<file path="config.mk">
export PLATFORM = sky130hd
export DESIGN_NAME = req_hold
export DESIGN_NICKNAME = d
export VERILOG_FILES = /design/src/rtl/req_hold.sv
export SDC_FILE = /design/constraint.sdc
export NUM_CORES = 1
export LEC_CHECK = 0
export CAP_MARGIN = 20
export CORE_ASPECT_RATIO = 2
export CORE_MARGIN = 4
export CORE_UTILIZATION = 39
export CTS_CLUSTER_DIAMETER = 40
export DETAILED_ROUTE_END_ITERATION = 7
export GPL_TIMING_DRIVEN = 0
export MAX_ROUTING_LAYER = met4
export PLACE_DENSITY_LB_ADDON = 0.05
export SLEW_MARGIN = 20
export SYNTH_ARGS = -nofsm -noshare
export SYNTH_HDL_FRONTEND = slang
export SYNTH_SLANG_ARGS = --single-unit
</file>
<file path="constraint.sdc">
create_clock -name clk -period 1.4 [get_ports clk]
set_clock_uncertainty 0.1 [all_clocks]
set_input_delay 0.28 -clock clk [delete_from_list [all_inputs] [get_ports clk]]
set_output_delay 0.28 -clock clk [all_outputs]
set_load 0.005 [all_outputs]
</file>
<file path="src/rtl/req_hold.sv">
// req_hold: per-port request holding stage in front of the priority selector.
// Each port accepts one request, holds its payload until the selector grants
// and completes it, then returns the selector's response to the client.
// It also tracks how long each request has waited and flags starving ports.
module req_hold #(
  parameter int  NumPorts    = 4,
  parameter type T           = logic [7:0],
  parameter type O           = logic [7:0],
  parameter int  StarveLimit = 15
) (
  input  logic                clk,
  input  logic                rst,
  input  logic [NumPorts-1:0] req_valid,
  input  T [NumPorts-1:0]     req_data,
  output logic [NumPorts-1:0] req_ready,
  output logic [NumPorts-1:0] rsp_valid,
  output O [NumPorts-1:0]     rsp_data,
  input  logic [NumPorts-1:0] rsp_ready,
  output logic [NumPorts-1:0] pend,
  output T [NumPorts-1:0]     held,
  input  logic [NumPorts-1:0] grant,
  input  logic                sel_done,
  input  O [NumPorts-1:0]     sel_rsp,
  output logic [NumPorts-1:0] starve,
  output logic                err
);

  localparam int AW = (StarveLimit > 0) ? $clog2(StarveLimit + 1) : 1;
  localparam logic [AW-1:0] AgeMax = AW'(StarveLimit);

  typedef enum logic [1:0] {
    IDLE,
    PEND,
    RESP
  } state_t;

  state_t          state_q [NumPorts];
  state_t          state_d [NumPorts];
  logic [AW-1:0]   age_q   [NumPorts];
  logic            err_d;

  // Per-port state, payload, response and age registers.
  always_ff @(posedge clk) begin
    if (!rst) begin
      for (int unsigned i = 0; i < NumPorts; i++) begin
        state_q[i]  <= IDLE;
        age_q[i]    <= '0;
        held[i]     <= '0;
        rsp_data[i] <= '0;
      end
      err <= 1'b0;
    end else begin
      for (int unsigned i = 0; i < NumPorts; i++) begin
        state_q[i] <= state_d[i];
        case (state_q[i])
          IDLE: begin
            if (req_valid[i]) begin
              held[i]  <= req_data[i];
              age_q[i] <= '0;
            end
          end
          PEND: begin
            if (sel_done && grant[i]) begin
              rsp_data[i] <= sel_rsp[i];
              age_q[i]    <= '0;
            end else if (age_q[i] != AgeMax) begin
              age_q[i] <= age_q[i] + AW'(1);
            end
          end
          default: ;
        endcase
      end
      err <= err_d;
    end
  end

  // Next-state per port plus protocol-error detection on sel_done.
  always_comb begin
    for (int unsigned i = 0; i < NumPorts; i++) begin
      state_d[i] = state_q[i];
      case (state_q[i])
        IDLE:    if (req_valid[i])           state_d[i] = PEND;
        PEND:    if (sel_done && grant[i])   state_d[i] = RESP;
        RESP:    if (rsp_ready[i])           state_d[i] = IDLE;
        default:                             state_d[i] = IDLE;
      endcase
    end
    err_d = sel_done &&
            ((grant == '0) || ($countones(grant) > 1) || ((grant & ~pend) != '0));
  end

  // Handshake and status outputs decoded from registered state only.
  always_comb begin
    for (int unsigned i = 0; i < NumPorts; i++) begin
      req_ready[i] = (state_q[i] == IDLE);
      pend[i]      = (state_q[i] == PEND);
      rsp_valid[i] = (state_q[i] == RESP);
      starve[i]    = (state_q[i] == PEND) && (age_q[i] == AgeMax);
    end
  end

endmodule

</file>
Yosys cells after proc, flatten, opt, wreduce, memory -nomap -nowiden
Memory sizes are Yosys's and may differ from the RTL's.
Index checks and enable logic that the tools add are counted.
{"block": "totals", "inputBits": 79, "out_inout_bits": 81, "wordCells": 164, "register_bits": 65, "mem_bits_rw": 24, "n_memories": 2}
{"block": "op_classes", "eq_ne": 16, "add_sub_neg": 7, "order_cmp": 1, "reduce_logical": 25, "mux": 86, "n_bitwise": 18}
{"memory": "age_q", "depth": 4, "width": 4, "read_ports": 4, "rd_clocked_by_memory_dff": 0, "write_ports": 4, "line_no": "39", "source": "logic [AW-1:0] age_q [NumPorts];"}
{"memory": "state_q", "depth": 4, "width": 2, "read_ports": 4, "rd_clocked_by_memory_dff": 0, "write_ports": 4, "line_no": "37", "source": "state_t state_q [NumPorts];"}
{"op": "$mux W1", "count": 54}
{"op": "$mux W4", "count": 12}
{"op": "$mux W2", "count": 16}
{"op": "$pmux W2 S3", "count": 4}
{"op": "$add A4 B1 Y4 const B", "count": 4}
{"op": "$eq A4 B4 Y1 const B", "count": 4}
{"op": "$ne A4 B4 Y1 const B", "count": 4}
{"op": "$or A1 B1 Y1", "count": 16}
{"op": "$reduce_and A2 Y1", "count": 8}
{"op": "$logic_and A1 B1 Y1", "count": 9}
{"op": "$eq A2 B1 Y1 const B", "count": 4}
{"op": "$eq A2 B2 Y1 const B", "count": 4}
{"op": "$logic_not A2 Y1", "count": 4}
{"op": "$add A1 B1 Y2", "count": 2}
{"op": "$and A4 B4 Y4", "count": 1}
{"op": "$logic_not A4 Y1", "count": 1}
{"op": "$not A4 Y4", "count": 1}
{"op": "$reduce_bool A4 Y1", "count": 1}
{"op": "$add A2 B2 Y3", "count": 1}
{"op": "$gt A3 B1 Y1 const B", "count": 1}
{"op": "$logic_or A1 B1 Y1", "count": 2}

Depth between registers and ports, before layout
{"block": "depth", "ltp_word": 7, "depth_mapped": 5, "depth_no_buf": 5}

Worst setup path after synthesis
OpenSTA, ideal clock, no wires.
{"block": "synth_path", "path_kind": "register to register", "from": "memory age_q[3][0] in the netlist's numbering", "to": "memory age_q[3][0] in the netlist's numbering, enable pin", "period_less_slack_ns": 1.459, "path_stages_with_launch": 5, "arrival_ns": 1.046, "setup_ns": 0.313, "required_time_ns": 0.987, "path_buffers": 0, "path_slack_ns": -0.059, "path_cell_list": "edfxtp_1 > ha_1 > nand3_1 > nand4_1 > nand3_1"}
{"item": "start, declared", "line_no": "39"}

==> run metrics <==
number of antenna violations at the first check in global routing=0; number of global-route vias before repair=3663; unrepaired setup endpoints after global routing=true; Initial Util=39.9%; layout cell share with drive strength beyond 1=27.4%; summed instance area of the synthesized netlist=3870 sq um; element type at the critical path end=primary output; worst setup path category=reg2out; sequential area share after synthesis=50.2%; CP startpoint kind=flip-flop; post-DR vias/cell=4.72; I/O Pins=160; Die Span Y=149 microns; DRC=0; half-perimeter wire length of the detailed placement result=7.94 mm; number of buffers added to fix hold violations after cts=0; result of the run=finished, violations left; total of max-cap violations=0; transition at the pin with the smallest max-transition slack=0.559 ns; slowest library cell on the worst path=sky130_fd_sc_hd__edfxtp_1; placement-stage worst setup slack=-0.846 ns; maximum fanout count along the critical path=2; buffer levels on the longest clock path=2; cell-by-cell listing of the critical path=ha_2 > nand3_4 > nor3b_2 > buf_2; total wire length after detailed routing=11.4 mm; Buffers on Ports=158; count of state elements after synthesis=89; Worst setup startpoint=age_q[2][0]$_SDFFCE_PN0P_; CTS Sinks=89; Worst Setup Slack, final=-0.298 ns; NumNets Final=693; endpoint of the worst register-to-register path=age_q[2][1]$_SDFFCE_PN0P_; CTS tree=built; Total Neg Setup Slack=-4.24 ns; proportion of netlist area held by the largest area contributor=37.8%; Core Rows=51; Post-Synthesis Mean Instance Area=9.90 sq um; Critical R2R Launch=age_q[2][0]$_SDFFCE_PN0P_; cts bufs inserted=9; deepest level of the CTS H-tree=3; Reg2Reg Depth=6; RePlAce Congestion=0.743; total global-route track usage=20.0%; final core utilization=67.7%; Max IR drop VDD=0.000861 V; cell area power density=1010 nW/um^2; worst min path class=in2reg; die outline area=11700 sq um; Fill cells=821; total of warnings raised by yosys=0; Area contributors post-synth=sky130_fd_sc_hd__dfxtp_1 (38%), sky130_fd_sc_hd__edfxtp_1 (12%), sky130_fd_sc_hd__mux2i_1 (8.3%); number of setup violations in the final report=45; net count after synthesis=476; clock network latency to the later pin of the worst-skew pair=0.34 ns; headroom to the max-slew limit=62.7%; Storage cell area=1970 sq um; failing checks=negative setup slack; clock period minus worst slack=1.70 ns; worst hold margin=0.218 ns; final clock period utilization by the worst path=121%; clock slew at the register clock pins of the worst setup and hold paths=0.06 ns; final hold violation count=0; data arrival time at the worst-slack endpoint=1.32 ns; die outline width=78.5 microns; area added between synthesis and finish=69.7%; Multi-input gate area=1990 sq um; cell at the root of the clock tree=sky130_fd_sc_hd__clkbuf_16; antenna-violating nets left=0; global route overflow=0; timing endpoint of the critical path=starve[2]; Final Max Tran Viols=0; cell taking the most area after synthesis=sky130_fd_sc_hd__dfxtp_1; post-synthesis cell count=391; maximum number of pins on one net before global-route repair=15; first-pass iteration count of the detailed router=4; distinct cell type count after synthesis=32; placeable core region=9700 sq um; global-route wire length before repair=17.9 mm; Pwr Total=6660 uW; highest clock rate=589 MHz; Req. time, crit path=1.02 ns; antenna cells=0; DRT iter0 DRCs=138; setup slack, reg-to-reg=-0.20 ns; drt wl/cell=15.3 microns; Slowest Stage Delay on Critical Path=0.38 ns; reported leakage power=0.00285 uW; detailed-route via count=3520
where the power goes:
| group | switching [uW] | internal [uW] |
|---|---|---|
| sequential | 140 | 2780 |
| combinational | 523 | 789 |
| clock | 998 | 1430 |
| total | 1660 | 5000 |
flip-flops by register name, indices dropped and copies added (netlist names):
register / flops
held: 32
rsp_data: 32
age_q: 16
state_q: 8
err: 1
per-layer routing:
layer / vias to the layer above / part of all wire, % / GRT usage, %
li1: 1730 / - / -
met1: 1642 / 39 / 22.0
met2: 131 / 55 / 35.6
met3: 17 / 5.0 / 4.35
met4: 0 / 1.5 / 6.57
met5: - / 0 / -
how the worst min path moves through the flow:
stage / end / slack (ns) / cells past startpoint / from
final: state_q[2][0]$_SDFFE_PN0P_ / 0.22 / 3 / rst
after floorplan: rsp_data[0]$_SDFFE_PN0P_ / 0.31 / 2 / sel_rsp[0]
after global routing: rsp_data[31]$_SDFFE_PN0N_ / 0.25 / 2 / rst
after global placement: rsp_data[2]$_SDFFE_PN0P_ / 0.34 / 2 / rsp_data[2]$_SDFFE_PN0P_
after detailed placement: rsp_data[9]$_SDFFE_PN0P_ / 0.34 / 2 / rsp_data[9]$_SDFFE_PN0P_
after CTS: rsp_data[31]$_SDFFE_PN0N_ / 0.22 / 2 / rst
through the flow:
stage / cells / cell area, sq um
2_1_floorplan: 391 / 3920
3_3_place_gp: 681 / 5660
3_5_place_dp: 681 / 5660
4_1_cts: 729 / 6250
5_1_grt: 745 / 6570
6_report: 745 / 6570
cells in the final DEF, fill, tap and decap left out, types with 3 or more instances in the layout:
cell type                         count
sky130_fd_sc_hd__nand2_1             77
sky130_fd_sc_hd__clkdlybuf4s50_1     72
sky130_fd_sc_hd__dlygate4sd2_1       67
sky130_fd_sc_hd__dfxtp_1             64
sky130_fd_sc_hd__nor2b_1             36
sky130_fd_sc_hd__buf_6               34
sky130_fd_sc_hd__mux2i_1             32
sky130_fd_sc_hd__buf_4               31
sky130_fd_sc_hd__a21boi_1            20
sky130_fd_sc_hd__edfxtp_1            16
sky130_fd_sc_hd__buf_2               15
sky130_fd_sc_hd__nor2_2              11
sky130_fd_sc_hd__nor2_1              10
sky130_fd_sc_hd__clkbuf_1             9
sky130_fd_sc_hd__clkbuf_16            9
sky130_fd_sc_hd__nand3_1              8
sky130_fd_sc_hd__a21boi_2             8
sky130_fd_sc_hd__dfxtp_4              8
sky130_fd_sc_hd__nor2_4               7
sky130_fd_sc_hd__inv_1                6
sky130_fd_sc_hd__nand3_2              6
sky130_fd_sc_hd__nand4_1              4
sky130_fd_sc_hd__and4b_1              4
sky130_fd_sc_hd__nor2b_4              4
sky130_fd_sc_hd__o21a_1               4
sky130_fd_sc_hd__a21boi_0             4
sky130_fd_sc_hd__nand2b_4             3
sky130_fd_sc_hd__inv_4                3
sky130_fd_sc_hd__nor3b_4              3
sky130_fd_sc_hd__nand4b_2             3
sky130_fd_sc_hd__xor2_1               3
sky130_fd_sc_hd__ha_2                 3
sky130_fd_sc_hd__clkinvlp_4           3
sky130_fd_sc_hd__buf_12               3
kinds of logic after synthesis:
family / after synthesis / share of synthesized area [%]
AOI/OAI and AO/OA: 39 / 8.37
and+or+nand+nor: 183 / 24.1
xor gates and xnor gates: 8 / 1.81
DFF: 89 / 50.2
adders and majority gates: 6 / 2.13
muxes: 32 / 8.27
buffers and inverters: 34 / 5.11
synth_stat cells, drive strengths merged:
library cell and number:
a221oi 1, nor2 28, nand2b 3, and4b 4
clkbuf 7, nand4 4, xnor2 4, nor3b 5
a21boi 32, nor2b 40, xor2 4, a222oi 1
o21a 4, nand4b 4, edfxtp 16, a21oi 1
mux2i 32, buf 16, nand3b 1, nand3 16
dfxtp 73, inv 11, nand2 77, and2b 1
fa 1, ha 5
timing repair:
item,in CTS,in global routing
gates resized for setup,207,44
endpoints found under the setup margin,116,63
pin swaps,18,22
gates cloned,0,1
setup buffers,34,17
critical path: cells and delay by family (launching register included):
family                     cells  cell delay, ns
DFF                            1            0.38
and+or+nand+nor                2            0.24
adders and majority gates      1            0.22
buffers and inverters          1            0.13
cell type report:
type,count,area share (%)
Timing Repair Buffer,207,29.2
Clock inverter,4,0.800
Multi-Input combinational cell,268,30.3
Clock buffer,12,3.75
Buffer,22,2.55
Tap cell,132,2.51
Inverter,11,0.857
Sequential cell,89,30.0
(Power assumes the default switching activity.)
